### src/rtl/rv_sdram_master_if.sv
// rv_sdram_master_if: softcore valid/ready bus plus the SDRAM controller's toggle-handshake port.
// The master modport is the bridge side; slave is the softcore/controller side.
interface rv_sdram_master_if #(
    parameter int ADDR_WIDTH = 23
);
    logic                  mem_valid;
    logic [ADDR_WIDTH-1:0] mem_addr;
    logic [31:0]           mem_wdata;
    logic [3:0]            mem_wstrb;
    logic                  mem_ready;
    logic [31:0]           mem_rdata;
    logic [19:0]           rv_addr;
    logic [15:0]           rv_din;
    logic [1:0]            rv_ds;
    logic                  rv_we;
    logic                  rv_req;
    logic                  rv_req_ack;
    logic [15:0]           rv_dout;
    modport master (
        input  mem_valid, mem_addr, mem_wdata, mem_wstrb, rv_req_ack, rv_dout,
        output mem_ready, mem_rdata, rv_addr, rv_din, rv_ds, rv_we, rv_req
    );
    modport slave (
        output mem_valid, mem_addr, mem_wdata, mem_wstrb, rv_req_ack, rv_dout,
        input  mem_ready, mem_rdata, rv_addr, rv_din, rv_ds, rv_we, rv_req
    );
endinterface

### src/rtl/rv_sdram_master.sv
// rv_sdram_master: splits 32-bit softcore accesses into low/high 16-bit toggle-handshake SDRAM transactions.
// Optional ack watchdog enabled by defining RV_SDRAM_TIMEOUT_EN.
module rv_sdram_master #(
    parameter int ADDR_WIDTH     = 23,
    parameter int TIMEOUT_CYCLES = 1024
) (
    input  logic                 i_clk,
    input  logic                 i_resetn,
    rv_sdram_master_if.master    bus,
    output logic                 o_busy,
    output logic                 o_timeout
);
    typedef enum logic [2:0] {IDLE, LO_REQ, LO_WAIT, HI_REQ, HI_WAIT, DONE} state_t;
    state_t      state;
    logic [18:0] idx;
    logic [31:0] wdata;
    logic [3:0]  wstrb;
    logic        we;
    logic        ack_match;
    logic [1:0]  hi_ds;
    assign we        = |wstrb;
    assign ack_match = bus.rv_req_ack == bus.rv_req;
    assign hi_ds     = we ? wstrb[3:2] : 2'b11;
    assign o_busy    = state != IDLE;
    if (ADDR_WIDTH < 21 || TIMEOUT_CYCLES < 1 || TIMEOUT_CYCLES > 65535) begin : g_cfg_check
        $error("rv_sdram_master: ADDR_WIDTH must be >= 21 and TIMEOUT_CYCLES within 1..65535");
    end
`ifdef RV_SDRAM_TIMEOUT_EN
    localparam logic [15:0] TMO_LAST = 16'(TIMEOUT_CYCLES - 1);
    logic [15:0] tmo_cnt;
    logic        tmo_flag;
    assign o_timeout = tmo_flag;
`else
    assign o_timeout = 1'b0;
`endif
    // Half fields are loaded one cycle ahead of the toggle so they are stable before it.
    always_ff @(posedge i_clk or negedge i_resetn) begin
        if (!i_resetn) begin
            state         <= IDLE;
            idx           <= '0;
            wdata         <= '0;
            wstrb         <= '0;
            bus.mem_ready <= 1'b0;
            bus.mem_rdata <= '0;
            bus.rv_addr   <= '0;
            bus.rv_din    <= '0;
            bus.rv_ds     <= '0;
            bus.rv_we     <= 1'b0;
            bus.rv_req    <= 1'b0;
`ifdef RV_SDRAM_TIMEOUT_EN
            tmo_cnt       <= '0;
            tmo_flag      <= 1'b0;
`endif
        end else begin
            bus.mem_ready <= 1'b0;
            case (state)
                IDLE: if (bus.mem_valid && !bus.mem_ready) begin
                    idx           <= bus.mem_addr[20:2];
                    wdata         <= bus.mem_wdata;
                    wstrb         <= bus.mem_wstrb;
                    bus.mem_rdata <= '0;
                    bus.rv_addr   <= {bus.mem_addr[20:2], 1'b0};
                    bus.rv_din    <= bus.mem_wdata[15:0];
                    bus.rv_ds     <= |bus.mem_wstrb ? bus.mem_wstrb[1:0] : 2'b11;
                    bus.rv_we     <= |bus.mem_wstrb;
                    state         <= LO_REQ;
                end
                LO_REQ: if (we && wstrb[1:0] == 2'b00) begin
                    bus.rv_addr <= {idx, 1'b1};
                    bus.rv_din  <= wdata[31:16];
                    bus.rv_ds   <= hi_ds;
                    state       <= HI_REQ;
                end else begin
                    bus.rv_req <= ~bus.rv_req;
                    state      <= LO_WAIT;
                end
                LO_WAIT: if (ack_match) begin
                    bus.mem_rdata[15:0] <= bus.rv_dout;
                    bus.rv_addr         <= {idx, 1'b1};
                    bus.rv_din          <= wdata[31:16];
                    bus.rv_ds           <= hi_ds;
                    state               <= HI_REQ;
                end
                HI_REQ: if (we && wstrb[3:2] == 2'b00) begin
                    state <= DONE;
                end else begin
                    bus.rv_req <= ~bus.rv_req;
                    state      <= HI_WAIT;
                end
                HI_WAIT: if (ack_match) begin
                    bus.mem_rdata[31:16] <= bus.rv_dout;
                    state                <= DONE;
                end
                DONE: begin
                    bus.mem_ready <= 1'b1;
                    state         <= IDLE;
                end
                default: state <= IDLE;
            endcase
`ifdef RV_SDRAM_TIMEOUT_EN
            // Watchdog overrides the wait states; resyncing the request bit drops the stale request.
            if ((state == LO_WAIT || state == HI_WAIT) && !ack_match) begin
                tmo_cnt <= tmo_cnt + 16'd1;
                if (tmo_cnt == TMO_LAST) begin
                    tmo_flag      <= 1'b1;
                    bus.mem_rdata <= 32'hDEAD_BEEF;
                    bus.rv_req    <= bus.rv_req_ack;
                    state         <= DONE;
                end
            end else if (state == LO_REQ || state == HI_REQ) begin
                tmo_cnt <= '0;
            end
`endif
        end
    end
endmodule

### src/flat_wrapper.sv
// flat-port wrapper written by rule: the top's interface ports become plain ports
module rv_sdram_master_flat 
#(
    parameter int ADDR_WIDTH     = 23,
    parameter int TIMEOUT_CYCLES = 1024
)
  (i_clk, i_resetn, o_busy, o_timeout, bus_mem_valid, bus_mem_addr, bus_mem_wdata, bus_mem_wstrb, bus_rv_req_ack, bus_rv_dout, bus_mem_ready, bus_mem_rdata, bus_rv_addr, bus_rv_din, bus_rv_ds, bus_rv_we, bus_rv_req);
  rv_sdram_master_if #(.ADDR_WIDTH(ADDR_WIDTH)) bus_i ();
  input  logic i_clk;
  input  logic i_resetn;
  output logic o_busy;
  output logic o_timeout;
  input wire logic [$bits(bus_i.mem_valid)-1:0] bus_mem_valid;
  input wire logic [$bits(bus_i.mem_addr)-1:0] bus_mem_addr;
  input wire logic [$bits(bus_i.mem_wdata)-1:0] bus_mem_wdata;
  input wire logic [$bits(bus_i.mem_wstrb)-1:0] bus_mem_wstrb;
  input wire logic [$bits(bus_i.rv_req_ack)-1:0] bus_rv_req_ack;
  input wire logic [$bits(bus_i.rv_dout)-1:0] bus_rv_dout;
  output wire logic [$bits(bus_i.mem_ready)-1:0] bus_mem_ready;
  output wire logic [$bits(bus_i.mem_rdata)-1:0] bus_mem_rdata;
  output wire logic [$bits(bus_i.rv_addr)-1:0] bus_rv_addr;
  output wire logic [$bits(bus_i.rv_din)-1:0] bus_rv_din;
  output wire logic [$bits(bus_i.rv_ds)-1:0] bus_rv_ds;
  output wire logic [$bits(bus_i.rv_we)-1:0] bus_rv_we;
  output wire logic [$bits(bus_i.rv_req)-1:0] bus_rv_req;
  assign bus_i.mem_valid = bus_mem_valid;
  assign bus_i.mem_addr = bus_mem_addr;
  assign bus_i.mem_wdata = bus_mem_wdata;
  assign bus_i.mem_wstrb = bus_mem_wstrb;
  assign bus_i.rv_req_ack = bus_rv_req_ack;
  assign bus_i.rv_dout = bus_rv_dout;
  assign bus_mem_ready = bus_i.mem_ready;
  assign bus_mem_rdata = bus_i.mem_rdata;
  assign bus_rv_addr = bus_i.rv_addr;
  assign bus_rv_din = bus_i.rv_din;
  assign bus_rv_ds = bus_i.rv_ds;
  assign bus_rv_we = bus_i.rv_we;
  assign bus_rv_req = bus_i.rv_req;
  rv_sdram_master #(.ADDR_WIDTH(ADDR_WIDTH), .TIMEOUT_CYCLES(TIMEOUT_CYCLES)) u_core (.i_clk(i_clk), .i_resetn(i_resetn), .bus(bus_i), .o_busy(o_busy), .o_timeout(o_timeout));
endmodule
### config.mk
export PLATFORM = sky130hd
export DESIGN_NAME = rv_sdram_master_flat
export DESIGN_NICKNAME = d
export VERILOG_FILES = /design/src/rtl/rv_sdram_master_if.sv /design/src/rtl/rv_sdram_master.sv /design/src/flat_wrapper.sv
export SDC_FILE = /design/constraint.sdc
export NUM_CORES = 1
export LEC_CHECK = 0
export BUFFER_PORTS_ARGS = -buffer_cell sky130_fd_sc_hd__buf_2
export CAP_MARGIN = 20
export CORE_AREA = 4 4 123 125
export DETAILED_ROUTE_END_ITERATION = 7
export DIE_AREA = 0 0 127 129
export GPL_ROUTABILITY_DRIVEN = 0
export PLACE_DENSITY = 0.62
export SLEW_MARGIN = 10
export SYNTH_ARGS = -nofsm -noshare
export SYNTH_HDL_FRONTEND = slang
export SYNTH_SLANG_ARGS = --single-unit
### constraint.sdc
create_clock -name i_clk -period 3.2 [get_ports i_clk]
set_clock_uncertainty 0.1 [all_clocks]
set_input_delay 0.16 -clock i_clk [delete_from_list [all_inputs] [get_ports i_clk]]
set_output_delay 0.16 -clock i_clk [all_outputs]
set_load 0.02 [all_outputs]
==> metrics.csv, run 1 <==
stage;metric;value;unit
clock_network;CTS tree;yes;
worst_setup_path;crit path buf inv count;1;
synthesis;net count after synthesis;437;
worst_setup_path;Critical Path AT;2700;ps
detailed_routing;Vias/cell;4.70;
timing;total negative setup slack;0;ps
worst_setup_path;CP delay by family, top;simple AND/OR/NAND/NOR gates;
timing;Worst Tran Pin Value;699;ps
synthesis;post-synthesis sequential area ratio;56.8;%
placement;Buffers on Ports;148;
clock_network;Num CTS Buffers;17;
detailed_routing;Post-Route WL;11900;um
clock_network;clk root buf;clkbuf_16;
floorplan;Core Area;13900;sq um
detailed_routing;DR iter-0 viols;141;
finish;Nets;648;
floorplan;row count;43;
synthesis;top_reg_cell synth;dfrtp_1;
placement;DP Wirelength;7800;um
synthesis;Synth area leader;dfrtp_1;
worst_setup_path;WP data required;3390;ps
timing;Slew Limit Fails;0;
detailed_routing;drt drc;0;
synthesis;Cell Area, Synth;5070;sq um
worst_setup_path;critical path cell sequence;nor3b_1, nand2_2, o311ai_4, buf_4, mux2_2;
min_path;Worst Hold Class;in2reg;
power_and_ir_drop;worst vdd ir;0.521;mV
timing;Final min period;2510;ps
synthesis;Area contributors post-synth;dfrtp_1 (57%), mux2_2 (19%), mux2_4 (5.0%), mux2i_1 (3.6%), a22o_1 (2.8%);
worst_setup_path;WS Path Type;reg2reg;
synthesis;Distinct cells, synth;35;
floorplan;die width;127;um
worst_setup_path;Slowest-stage cell, CP;buf_4;
synthesis;EDFF count, synth;0;
worst_setup_path;critical path capture point type;register;
floorplan;die footprint;16400;sq um
floorplan;die height;129;um
worst_setup_path;Setup crit start kind;register;
global_route;first-pass GRT wire length;20000;um
global_route;pin count of the biggest net entering global routing;78;
timing;RSZ-0062 raised after global routing;no;
global_route;initial antenna violation count;0;
floorplan;IO Pins;154;
detailed_routing;detailed-router iteration count before antenna repair;4;
worst_setup_path;instance count on the critical path;5;
timing;fmax;399;MHz
placement;DP Area;5930;sq um
synthesis;Yosys warnings;0;
global_route;total global-route track usage;15.4;%
global_route;grt total ovfl;0;
clock_network;setup bufs post-CTS;0;
detailed_routing;via count of the routed design;3578;
power_and_ir_drop;Power Density;1070;nW/um^2
clock_network;post-cts sizing count;0;
min_path;Hold Path Stages;3;
finish;share of cells above drive strength 1;50.9;%
synthesis;register bit count reported by yosys;115;
timing;endpoints failing setup;0;
finish;# diodes;0;
synthesis;post-synth top area share;56.8;%
clock_network;Clock transition at path regs;60;ps
detailed_routing;DR WL/cell;15.7;um
clock_network;Clock Sinks;115;
finish;Area growth, synth to finish;40.7;%
timing;relative slew slack;53.4;%
worst_setup_path;Critical Path Fanout Max;38;
status;outcome;complete, no violations;
synthesis;Mapped Cells;358;
synthesis;fraction of registers with async set/reset;100;%
timing;final worst-path cycle share;78.3;%
clock_network;H-tree levels;4;
job;Max-Cap Viols;0;
synthesis;Mean Syn Cell Area;14.2;sq um
floorplan;Initial Util;36.5;%
clock_network;# hold bufs at CTS;59;
finish;design area;7130;sq um
global_route;vias in the first global route;4000;
power_and_ir_drop;LEAKAGE;3.40;nW
worst_setup_path;critical path's largest stage delay;550;ps
worst_setup_path;r2r worst-path depth;5;
timing;final hold violation count;0;
detailed_routing;Final ANT Viol Nets;0;
clock_network;Clock Latency Late Sink;410;ps
clock_network;Clock Tree Buf Depth;2;
metal layers:
layer / vias up / GRT usage, % / part of all wire [%]
met5: - / 0 / 0
met4: 0 / 7.82 / 3.1
met3: 28 / 4.69 / 5.7
met2: 109 / 24.8 / 48
met1: 1757 / 18.9 / 43
li1: 1684 / - / -
worst register-to-register path, stage by stage (launching register included):
cell and delay (ps):
dfrtp_1 540, nor3b_1 490, nand2_2 140, o311ai_4 100, buf_4 550, mux2_2 460
registers in the layout (all words and copies together), names as in the netlist:
name / flops
u_core.bus.rv_addr: 20
u_core.wdata: 16
u_core.wstrb: 4
u_core.idx: 19
u_core.bus.mem_ready: 1
u_core.bus.rv_ds: 2
u_core.bus.rv_din: 16
u_core.bus.mem_rdata: 32
u_core.state: 3
u_core.bus.rv_we: 1
u_core.bus.rv_req: 1
layout by cell type (no fill, tap or decap), types with 9 or more instances in the layout:
cell type      Yosys  final
inv_1             17     17
clkbuf_16          0     17
nor2_1             9      9
mux2_2            86     86
dlygate4sd3_1      0     59
mux2i_1           18     18
buf_2              8    147
a22o_1            16     16
dfrtp_1          115    115
mux2_4            17     17
nand2_1           21     20
layout make-up:
type / instances / area [sq um]
clock buffer: 18 / 439
clock inverter: 14 / 156
fill: 1202 / 6750
inverter: 17 / 63.8
multi-input combinational: 204 / 1970
sequential: 115 / 2880
tap: 180 / 225
timing repair buffer: 214 / 1400
cells in the mapped netlist, drive strengths merged (2+ instances only):
library cell and n:
a22o 16, nand2b 3, nor3 2, nor2b 2, nor2 9, dfrtp 115, mux2 111, nand2 22
o21ai 2, clkbuf 4, o211ai 2, xnor2 2, buf 18, mux2i 18, inv 17, a21oi 4
logic make-up (layout without fill, tap and decap cells):
kind of cell              Yosys count  after routing  synth area share (%)
DFF                               115            115                  56.8
and+or+nand+nor                    44             44                  4.07
AOI/OAI and AO/OA                  28             28                  4.74
other                               1              1                0.0740
xor gates and xnor gates            2              2                 0.346
muxes                             129            129                  29.5
buffers and inverters              39            263                  4.54
through the flow:
| step | hold WS [ps] | total power [mW] | instances | setup slack, ps | utilization, % |
|---|---|---|---|---|---|
| after CTS | 0.00266 | 7.76 | 761 | 683 | 51.2 |
| after global placement | 278 | 5.66 | 670 | 786 | 42.7 |
| after global routing | 5.98 | 8.14 | 762 | 545 | 51.4 |
| after floorplan | -236 | 5.01 | 358 | 1250 | - |
| after detailed placement | 295 | 5.78 | 670 | 695 | 42.7 |
| final | 15.7 | 7.64 | 762 | 693 | 51.4 |
worst paths after layout:
path / startpoint / to / slack [ps]
max in group asynchronous: i_resetn / u_core.wdata[27] / 1920
hold / removal: bus_mem_wdata[4] / u_core.bus.rv_din[4] / 20
setup reg to reg: u_core.state[2] / u_core.bus.rv_din[13] / 690
hold reg to reg: u_core.bus.rv_addr[0] / u_core.bus.rv_addr[0] / 380
min in group asynchronous: i_resetn / u_core.bus.rv_addr[11] / 140
setup / recovery: u_core.state[2] / u_core.bus.rv_din[13] / 690
report_power, final:
group / internal, mW / leakage [nW] / total (mW) / switching, mW
Sequential: 2.11 / 1.41 / 2.47 / 0.354
Combinational: 1.66 / 1.71 / 3.29 / 1.63
Clock: 1.17 / 0.279 / 1.88 / 0.710
Total: 4.94 / 3.40 / 7.64 / 2.70
Power figures use the tool's default switching activity.
==> inputs of run 2 (changes only) <==
Clock period 3.2 ns to 2.63 ns, I/O delays scaled along.
==> run 2 against run 1 <==
  * Global-route usage increased by 0.43 points
  * Fmax increased by 11%
  * Final cell count increased by 1.7%
  * Critical endpoint is now u_core.bus.rv_addr[2]
  * Largest cell class unchanged
  * Highest routed layer unchanged
==> metrics.csv, run 2 (same netlist as run 1, synthesis figures left out) <==
stage;metric;value;unit
min_path;Worst Hold Class;in2async;
clock_network;post-cts sizing count;0;
clock_network;H-tree levels;4;
worst_setup_path;critical path capture point type;register;
global_route;grt total ovfl;0;
clock_network;Clock Sinks;115;
worst_setup_path;WS Path Type;reg2reg;
finish;# diodes;0;
finish;most frequent cells in the layout;buf_2 (147), dfrtp_1 (115), mux2_2 (86), dlygate4sd3_1 (72), nand2_1 (20);
clock_network;Clock transition at path regs;50;ps
worst_setup_path;Critical Path AT;2440;ps
clock_network;Num CTS Buffers;17;
clock_network;setup bufs post-CTS;0;
floorplan;die height;129;um
timing;relative slew slack;50.1;%
placement;DP Wirelength;7820;um
finish;Multi-input gate area;1970;sq um
timing;total negative setup slack;0;ps
detailed_routing;Vias/cell;4.66;
floorplan;Initial Util;36.5;%
worst_setup_path;Critical Path Fanout Max;21;
timing;Worst Tran Pin Value;749;ps
status;outcome;complete, no violations;
worst_setup_path;WP data required;2810;ps
power_and_ir_drop;Power Density;1280;nW/um^2
finish;commonest non-fill, non-tap cell in the layout;buf_2;
detailed_routing;DR iter-0 viols;143;
floorplan;die width;127;um
detailed_routing;detailed-router iteration count before antenna repair;6;
timing;endpoints failing setup;0;
finish;largest registers;u_core.bus.mem_rdata: 32 flops, u_core.bus.rv_addr: 20 flops, u_core.idx: 19 flops;
power_and_ir_drop;LEAKAGE;3.46;nW
timing;fmax;441;MHz
placement;Buffers on Ports;148;
finish;filler cell count in the final layout;1171;
global_route;initial antenna violation count;0;
worst_setup_path;Setup crit start kind;register;
finish;share of cells above drive strength 1;49.4;%
floorplan;die footprint;16400;sq um
job;Max-Cap Viols;0;
finish;Nets;661;
detailed_routing;via count of the routed design;3611;
finish;Top reg by flops;u_core.bus.mem_rdata;
finish;max reg flops;32;
clock_network;clk root buf;clkbuf_16;
floorplan;Core Area;13900;sq um
finish;Area growth, synth to finish;43.2;%
timing;final hold violation count;0;
timing;RSZ-0062 raised after global routing;no;
detailed_routing;DR WL/cell;15.9;um
clock_network;Clock Latency Late Sink;400;ps
global_route;total global-route track usage;15.9;%
floorplan;row count;43;
clock_network;CTS tree;yes;
timing;Final min period;2270;ps
clock_network;# hold bufs at CTS;72;
detailed_routing;Post-Route WL;12300;um
power_and_ir_drop;worst vdd ir;0.631;mV
timing;final worst-path cycle share;86.2;%
finish;FF/Latch Area;2880;sq um
timing;Slew Limit Fails;0;
clock_network;Clock Tree Buf Depth;2;
global_route;first-pass GRT wire length;20500;um
detailed_routing;drt drc;0;
global_route;pin count of the biggest net entering global routing;61;
global_route;vias in the first global route;4062;
finish;post-layout util;52.3;%
detailed_routing;Final ANT Viol Nets;0;
floorplan;IO Pins;154;
-- run 2: cell types whose count changed in the layout (fill, tap and decap cells not counted), sizes merged --
cell / before / now
dlygate4sd3: 59 / 72
clkinvlp: 4 / 3
bufinv: 2 / 1
clkbuf: 18 / 22
inv: 19 / 17
-- run 2: path summary, 6_finish.rpt --
check / startpoint / to / slack (ps) / depth (start not counted)
worst max register to register: u_core.state[2] / u_core.bus.rv_addr[2] / 360 / 5
min in group i_clk: bus_rv_req_ack / u_core.state[0] / 240 / 5
max in group asynchronous: i_resetn / u_core.wdata[30] / 1400 / 3
worst min-delay path: i_resetn / u_core.bus.rv_addr[7] / 240 / 2
worst min register to register: u_core.bus.rv_ds[1] / u_core.bus.rv_ds[1] / 380 / 1
worst max-delay path: u_core.state[2] / u_core.bus.rv_addr[2] / 360 / 5
-- run 2: power breakdown --
part	leakage [nW]	total [mW]	internal, mW	switching (mW)
clock network	0.271	2.15	1.36	0.786
registers	1.41	3.03	2.57	0.456
logic	1.77	4.14	2.13	2.00
total	3.46	9.31	6.07	3.25
-- run 2: worst max-delay path: stages, from the launching register on --
cell and delay [ps]:
dfrtp_1 540, nor3b_1 560, nand2_2 170, o311ai_4 160
buf_12 260, mux2_1 340
-- run 2: cell type report --
type | count | share of cell area [%]
Clock buffer | 22 | 6.53
Clock inverter | 10 | 1.14
Inverter | 17 | 0.879
Multi-Input combinational cell | 204 | 27.2
Sequential cell | 115 | 39.6
Tap cell | 180 | 3.10
Timing Repair Buffer | 227 | 21.6
-- run 2: per-stage QoR --
| step | worst slack, ps | hold WS (ps) | instance area, sq um | cells | power [mW] |
|---|---|---|---|---|---|
| detailed placement | 406 | 147 | 5980 | 671 | 7.17 |
| finish | 364 | 240 | 7260 | 775 | 9.31 |
| global route | 281 | 256 | 7260 | 775 | 9.90 |
| CTS | 383 | 214 | 7260 | 775 | 9.45 |
| floorplan | 681 | -264 | 5070 | 358 | 6.10 |
| global placement | 502 | 137 | 5980 | 671 | 7.01 |
-- run 2: per-layer routing --
| layer | GRT usage [%] | vias up | share of wire [%] |
|---|---|---|---|
| li1 | - | 1702 | - |
| met1 | 18.7 | 1797 | 42 |
| met2 | 27.4 | 97 | 51 |
| met3 | 4.98 | 15 | 5.2 |
| met4 | 5.62 | 0 | 1.4 |
| met5 | 0 | - | 0 |
